### src/rtl/vga_timing_gen.sv
// vga_timing_gen: raster timing source producing pixel coordinates, the
// active-video flag, hsync/vsync and a one-cycle next_frame strobe.
// Flags are derived from the next counter values and registered together
// with x/y, so every output describes the same pixel in the same cycle.
module vga_timing_gen #(
  parameter int   H_ACTIVE = 640,
  parameter int   H_FP     = 16,
  parameter int   H_SYNC   = 96,
  parameter int   H_BP     = 48,
  parameter int   V_ACTIVE = 480,
  parameter int   V_FP     = 10,
  parameter int   V_SYNC   = 2,
  parameter int   V_BP     = 33,
  parameter logic SYNC_POL = 1'b0
) (
  input  logic       clk,
  input  logic       rst_n,
  input  logic       en,
  output logic [9:0] x,
  output logic [9:0] y,
  output logic       active,
  output logic       hsync,
  output logic       vsync,
  output logic       next_frame
);

  localparam int H_TOTAL = H_ACTIVE + H_FP + H_SYNC + H_BP;
  localparam int V_TOTAL = V_ACTIVE + V_FP + V_SYNC + V_BP;

  // Counters are 10 bits wide, so a line or frame longer than 1024 cannot be
  // represented; refuse such a configuration at elaboration.
  if ((H_TOTAL > 1024) || (V_TOTAL > 1024)) begin : g_size_check
    $error("vga_timing_gen: H_TOTAL and V_TOTAL must be <= 1024");
  end

  // Last count values of a line / frame.
  localparam logic [9:0]  H_LAST   = 10'(H_TOTAL - 1);
  localparam logic [9:0]  V_LAST   = 10'(V_TOTAL - 1);
  // Region boundaries kept at 11 bits: a sync pulse may end exactly at 1024.
  localparam logic [10:0] H_ACT_E  = 11'(H_ACTIVE);
  localparam logic [10:0] H_SYNC_S = 11'(H_ACTIVE + H_FP);
  localparam logic [10:0] H_SYNC_E = 11'(H_ACTIVE + H_FP + H_SYNC);
  localparam logic [10:0] V_ACT_E  = 11'(V_ACTIVE);
  localparam logic [10:0] V_SYNC_S = 11'(V_ACTIVE + V_FP);
  localparam logic [10:0] V_SYNC_E = 11'(V_ACTIVE + V_FP + V_SYNC);

  logic [9:0] x_q, x_d;
  logic [9:0] y_q, y_d;
  logic       active_q, active_d;
  logic       hsync_q, hsync_d;
  logic       vsync_q, vsync_d;
  logic       next_frame_q, next_frame_d;

  logic [10:0] x_ext_s;
  logic [10:0] y_ext_s;

  assign x_ext_s = {1'b0, x_d};
  assign y_ext_s = {1'b0, y_d};

  // Next-state: advance the raster position and derive flags for it; hold all when en is low.
  always_comb begin
    x_d          = x_q;
    y_d          = y_q;
    active_d     = active_q;
    hsync_d      = hsync_q;
    vsync_d      = vsync_q;
    next_frame_d = next_frame_q;
    if (en) begin
      if (x_q == H_LAST) begin
        x_d = 10'd0;
        if (y_q == V_LAST) begin
          y_d = 10'd0;
        end else begin
          y_d = y_q + 10'd1;
        end
      end else begin
        x_d = x_q + 10'd1;
        y_d = y_q;
      end
      active_d     = (x_ext_s < H_ACT_E) && (y_ext_s < V_ACT_E);
      hsync_d      = ((x_ext_s >= H_SYNC_S) && (x_ext_s < H_SYNC_E)) ? SYNC_POL : ~SYNC_POL;
      vsync_d      = ((y_ext_s >= V_SYNC_S) && (y_ext_s < V_SYNC_E)) ? SYNC_POL : ~SYNC_POL;
      next_frame_d = (x_d == 10'd0) && (y_ext_s == V_ACT_E);
    end else begin
      x_d          = x_q;
      y_d          = y_q;
      active_d     = active_q;
      hsync_d      = hsync_q;
      vsync_d      = vsync_q;
      next_frame_d = next_frame_q;
    end
  end

  // State registers with synchronous active-low reset to the top-left, syncs deasserted.
  always_ff @(posedge clk) begin
    if (!rst_n) begin
      x_q          <= 10'd0;
      y_q          <= 10'd0;
      active_q     <= 1'b0;
      hsync_q      <= ~SYNC_POL;
      vsync_q      <= ~SYNC_POL;
      next_frame_q <= 1'b0;
    end else begin
      x_q          <= x_d;
      y_q          <= y_d;
      active_q     <= active_d;
      hsync_q      <= hsync_d;
      vsync_q      <= vsync_d;
      next_frame_q <= next_frame_d;
    end
  end

  assign x          = x_q;
  assign y          = y_q;
  assign active     = active_q;
  assign hsync      = hsync_q;
  assign vsync      = vsync_q;
  assign next_frame = next_frame_q;

endmodule

### config.mk
export PLATFORM = sky130hd
export DESIGN_NAME = vga_timing_gen
export DESIGN_NICKNAME = d
export VERILOG_FILES = /design/src/rtl/vga_timing_gen.sv
export SDC_FILE = /design/constraint.sdc
export NUM_CORES = 1
export LEC_CHECK = 0
export ABC_AREA = 1
export CAP_MARGIN = 20
export CELL_PAD_IN_SITES_DETAIL_PLACEMENT = 1
export CELL_PAD_IN_SITES_GLOBAL_PLACEMENT = 2
export CORE_MARGIN = 1.5
export CORE_UTILIZATION = 30
export DETAILED_ROUTE_END_ITERATION = 12
export PLACE_DENSITY_LB_ADDON = 0.1
export SYNTH_ARGS = -nofsm -noshare
export SYNTH_HDL_FRONTEND = slang
export SYNTH_SLANG_ARGS = --single-unit
### constraint.sdc
create_clock -name clk -period 3.73 [get_ports clk]
set_input_delay 0.373 -clock clk [delete_from_list [all_inputs] [get_ports clk]]
set_output_delay 0.373 -clock clk [all_outputs]
set_load 0.01 [all_outputs]
==> run summary, run 1 <==
outcome - finished clean
core region area - 5140 sq um
most frequent cells after synthesis - 74 x nand2_1, 38 x nor2_1, 33 x inv_1
sequential share of the synthesized area - 30.0%
Sink Count - 24
vias in the first global route - 1,548
maximum VDD drop - 141 uV
Psw - 129 uW
Post-Syn Nets - 264
port bufs - 26
total number of vias - 1,635
endpoint type of the worst setup path - flip-flop
critical path type - flip-flop to flip-flop
Setup violations, final - 0
die height - 76.1 um
Clk pwr share - 35.9%
worst hold slack - 0.479 ns
routed length per instance - 13.3 um
post-synthesis cell area - 1600 sq um
DR vias/cell - 4.63
cell with the most instances after synthesis - nand2_1
internal power - 382 uW
Post-synth EDFFs - 0
Worst-path clk slew - 0.09 ns
Synth Area in XOR/XNOR - 1.09%
multiplexer share of the synthesized area - 0%
Slew headroom - 53.1%
Post-Synth Simple-Gate Area - 48.1%
Root Driver - clkbuf_8
WP data required - 3.90 ns
Mapped Avg Cell Area - 6.21 sq um
largest family of logic cells by synthesized area - simple AND/OR/NAND/NOR gates
Total Routing Usage GR - 17.0%
GPL Wtd Cong - 0.823
row cnt - 26
Synth Area in Compound Gates - 8.75%
Tmin final - 2.09 ns
Static Leak - 0.000885 uW
setup TNS - 0 ns
Synth async-reset ratio - 0%
HPWL after DPL - 3760 um
fillcell total - 709
sw frac - 25.2%
I/O Pins - 27
Post-Synth Adder-Cell Area - 2.34%
Final Hold Viols - 0
share of the synthesized area in the top cell type - 30.0%
Nets - 290
total gr overflow - 0
total CTS buffers - 3
CP Max Fanout - 7
largest area contributor in the netlist - dfxtp_1
CTS Hold Buffers Added - 0
die footprint - 5790 sq um
setup bufs post-CTS - 0
PD cells - 257 nW/um^2
skew final - 0.00151 ns
largest net degree at the start of global routing - 22
ANT cells - 0
Post-Synthesis Cells - 258
DRC Markers - 0
top cells by area, synth - dfxtp_1 30%, nand2_1 17%, nor2_1 8.9%
top_reg_cell synth - dfxtp_1
RSZ-0062 raised after global routing - false
Synth Warn # - 0
R2R Setup Slk - 1.64 ns
Flop pwr share - 53.0%
Startpoint Class - flip-flop
Worst Tran Pin Value - 0.703 ns
Peak Freq - 0.477 GHz
WL final - 4690 um
period utilization - 56.1%
share of layout cells above drive strength 1 - 8.48%
TritonCTS clock tree - done
first-pass GRT wire length - 7880 um
H-Tree Depth - 1
initial antenna violation count - 0
Comb power frac - 11.2%
total of max-cap violations - 0
Synth Register Bits - 24
Hold/Removal Path Class - flip-flop to flip-flop
Final Max Slew Viols - 0
Netlist cell types - 28
drt first-iter violations - 69
Area Overhead vs Synth - 24.1%
die width - 76.1 um
Arrival @ worst endpoint - 2.27 ns
Clock Tree Buf Depth - 2
latest clock arrival within the worst-skew pair - 0.27 ns
initial core utilization - 31.2%
iteration count of the initial detailed-routing pass - 4
post-CTS resize count - 0
Routed Antenna Nets - 0
kinds of logic after synthesis:
family	Yosys count
buffers and inverters	41
AND/OR/NAND/NOR	163
AO/OA/AOI/OAI	25
adder cells (fa/ha/maj)	3
flip-flops	24
XOR/XNOR	2
critical path, stage by stage, from the launching register on:
cell     delay [ns]
dfxtp_1        0.41
ha_1           0.22
nand2_2        0.11
nor2_8         0.19
nand3_1        0.18
nor2_2         0.19
nand2_1        0.07
nand2_1        0.11
inv_1          0.07
nor2_1         0.09
nand3_1        0.08
nor2_1         0.10
nand3_1        0.07
nand2_1        0.06
nand2_1        0.04
final timing paths:
check                            start     end  cells after the start
worst max register to register    x[1]   vsync                     14
worst min-delay path            active  active                      2
worst min register to register  active  active                      2
worst max-delay path              x[1]   vsync                     14
placed cells by master, fill, tap and decap left out:
master           netlist  final
clkdlybuf4s50_1        0     26
nand2_1               74     74
nand4_1                6      6
xor2_1                 1      1
nor2_8                 2      2
o21ai_1                1      1
nor2_1                38     38
nand3b_1               1      1
xnor2_1                1      1
nand2_2                2      2
nand3_2                4      4
o21ai_0                9      9
a211oi_1               1      1
nor3_1                 2      2
dfxtp_1               24     24
buf_4                  0      1
a21oi_2                1      1
clkbuf_8               0      4
nand3_1               27     27
nor2b_4                1      1
a21oi_1               10     10
inv_1                 33     33
nor2_2                 4      4
nand3_4                1      1
inv_2                  2      2
o21ai_2                1      1
nor2_4                 1      1
ha_1                   3      3
o21bai_1               2      2
metrics by stage:
step,instances,area [sq um],power [uW],setup slack [ns],utilization [%]
2_1_floorplan,258,1600,309,1.87,-
3_3_place_gp,349,1930,334,1.42,37.6
3_5_place_dp,349,1930,335,1.44,37.6
4_1_cts,353,1990,517,1.62,38.7
5_1_grt,353,1990,533,1.41,38.7
6_report,353,1990,511,1.64,38.7
flip-flops by register name, summed over array words and instances (netlist names):
signal / cells
x: 10
active: 1
vsync: 1
hsync: 1
y: 10
next_frame: 1
layer usage:
metal / wire [um] / GRT usage [%] / share of wire (%)
met5: 0 / 0 / 0
met4: 35 / 3.33 / 0.75
met3: 141 / 2.87 / 3.0
met2: 1890 / 24.7 / 40
met1: 2620 / 26.1 / 56
power groups by stage:
stage                     clock network (uW)  registers, uW  logic, uW
after floorplan                            0            279       30.6
after global placement                     0            277       57.1
after detailed placement                   0            277       57.8
after CTS                                188            271       58.3
after global routing                     198            272       63.6
final                                    183            271       57.1
final cells by class:
class                      instances  area [sq um]  area share, %
multi-input combinational        193           966           48.6
inverter                          35           131           6.61
clock buffer                       4          55.1           2.77
tap                               70          87.6           4.41
sequential                        24           480           24.2
timing repair buffer              27           268           13.5
No activity file was read; power rests on OpenSTA's default activity.
==> run 2: changes to the inputs <==
--- a/config.mk
+++ b/config.mk
@@ -10,7 +10,7 @@
 export CELL_PAD_IN_SITES_DETAIL_PLACEMENT = 1
 export CELL_PAD_IN_SITES_GLOBAL_PLACEMENT = 2
 export CORE_MARGIN = 1.5
-export CORE_UTILIZATION = 30
+export CORE_UTILIZATION = 25
 export DETAILED_ROUTE_END_ITERATION = 12
 export PLACE_DENSITY_LB_ADDON = 0.1
 export SYNTH_ARGS = -nofsm -noshare
==> constraint.sdc (replaced) <==
create_clock -name clk -period 1.9 [get_ports clk]
set_input_delay 0.19 -clock clk [delete_from_list [all_inputs] [get_ports clk]]
set_output_delay 0.19 -clock clk [all_outputs]
set_load 0.01 [all_outputs]
==> run summary, run 2 (same netlist as run 1, synthesis figures left out) <==
Final Max Slew Viols - 0 (unchanged)
die height - 83.0 um (+9.2%)
first-pass GRT wire length - 9470 um (+20%)
WL final - 5790 um (+23%)
most common cell after layout, fill and taps aside - nand2_1
die footprint - 6900 sq um (+19%)
critical path type - flip-flop to flip-flop
Static Leak - 0.00115 uW (+30%)
die width - 83.0 um (+9.2%)
DRC Markers - 0 (unchanged)
drt first-iter violations - 67 (-2.9%)
H-Tree Depth - 1 (unchanged)
Slew headroom - 72.9% (+20 points)
initial antenna violation count - 0 (unchanged)
row cnt - 28 (+7.7%)
iteration count of the initial detailed-routing pass - 4 (unchanged)
vias in the first global route - 1,874 (+21%)
Nets - 335 (+16%)
initial core utilization - 26.4% (-4.7 points)
HPWL after DPL - 4480 um (+19%)
endpoint type of the worst setup path - flip-flop
port bufs - 26 (unchanged)
Peak Freq - 0.536 GHz (+12%)
RSZ-0062 raised after global routing - true
Worst Tran Pin Value - 0.406 ns (-0.297 ns)
maximum VDD drop - 321 uV (+130%)
total power draw - 1080 uW (+110%)
I/O Pins - 27 (unchanged)
Final Hold Viols - 0 (unchanged)
TritonCTS clock tree - done
period utilization - 98.2% (+42 points)
latest clock arrival within the worst-skew pair - 0.28 ns (about the same)
Area Overhead vs Synth - 55.4%
total CTS buffers - 3 (unchanged)
Worst-path clk slew - 0.10 ns (about the same)
Root Driver - clkbuf_8
largest net degree at the start of global routing - 15 (-32%)
CTS Hold Buffers Added - 0 (unchanged)
Hold/Removal Path Class - flip-flop to flip-flop
routed length per instance - 14.4 um (+8.2%)
CP Max Fanout - 6 (-1)
share of layout cells above drive strength 1 - 30.2% (+22 points)
worst hold slack - 0.480 ns (+0.00117 ns)
core region area - 6060 sq um (+18%)
skew final - 0.00951 ns (+0.00799 ns)
setup TNS - 0 ns (unchanged)
Startpoint Class - flip-flop
Setup violations, final - 0 (unchanged)
Sink Count - 24 (unchanged)
most frequent cells in the layout - 68 x nand2_1, 41 x buf_4, 32 x inv_1, 31 x nor2_1, 26 x clkdlybuf4s50_1
Tmin final - 1.87 ns (-0.228 ns)
outcome - finished clean
fin area - 2490 sq um (+25%)
DR vias/cell - 4.68 (+1.1%)
WP data required - 2.13 ns (-1.77 ns)
total number of vias - 1,888 (+15%)
total gr overflow - 0 (unchanged)
Total Routing Usage GR - 17.2% (+0.18 points)
Clock Tree Buf Depth - 2 (unchanged)
placed cell areas - 2240 sq um (+16%)
final core utilization - 41.1% (+2.4 points)
Routed Antenna Nets - 0 (unchanged)
PD cells - 434 nW/um^2 (+69%)
Arrival @ worst endpoint - 2.09 ns (-0.18 ns)
total of max-cap violations - 0 (unchanged)
GPL Wtd Cong - 0.766 (-6.8%)
ANT cells - 0 (unchanged)
## run 2: critical path: stages, from the launching register on
cell and delay, ns:
dfxtp_2 0.36, ha_4 0.15, nand2_4 0.07, nor2_8 0.16
nand3_4 0.19, nor2_8 0.19, nand2_2 0.07, nand2_2 0.07
inv_2 0.04, nor2_2 0.09, nand3_2 0.11, nor2_2 0.13
nand3_2 0.07, a21oi_2 0.12
## run 2: layout make-up
cell class                 count  area, sq um
multi-input combinational    194         1090
timing repair buffer          71          631
tap                           75         93.8
clock buffer                   4         55.1
sequential                    24          485
fill                         777         3570
inverter                      35          131
## run 2: path summary, 6_finish.rpt
kind	from	to	slack (ns)	cells past startpoint
worst max register to register	x[1]	next_frame	0.03	13
worst max-delay path	x[1]	next_frame	0.03	13
worst min register to register	active	active	0.48	2
worst min-delay path	active	active	0.48	2
## run 2: per-layer routing
layer	wire (um)	share of wire (%)	GRT usage [%]	vias up
met3	152	2.6	1.99	5
met5	0	0	0	-
li1	-	-	-	955
met2	2550	44	26.8	22
met1	3020	52	24.8	906
met4	65	1.1	4.70	0
## run 2: per-stage QoR
stage / cells / setup WS (ns)
after CTS: 400 / 0.000652
after detailed placement: 392 / -0.0755
after floorplan: 258 / 0.0358
after global routing: 403 / -0.118
final: 403 / 0.0337
after global placement: 392 / -0.0392
## run 2: power breakdown
group / internal [uW] / total [uW] / switching (uW) / leakage, uW
logic: 82.8 / 172 / 89.3 / 0.000925
registers: 517 / 529 / 11.3 / 0.000197
clock network: 186 / 380 / 194 / 0.0000288
total: 786 / 1080 / 295 / 0.00115
## run 2: repair_timing
action,in CTS,in global routing
setup buffers,3,3
endpoints found under the setup margin,4,4
cloned,1,0
pin swaps,6,12
gates resized for setup,11,28
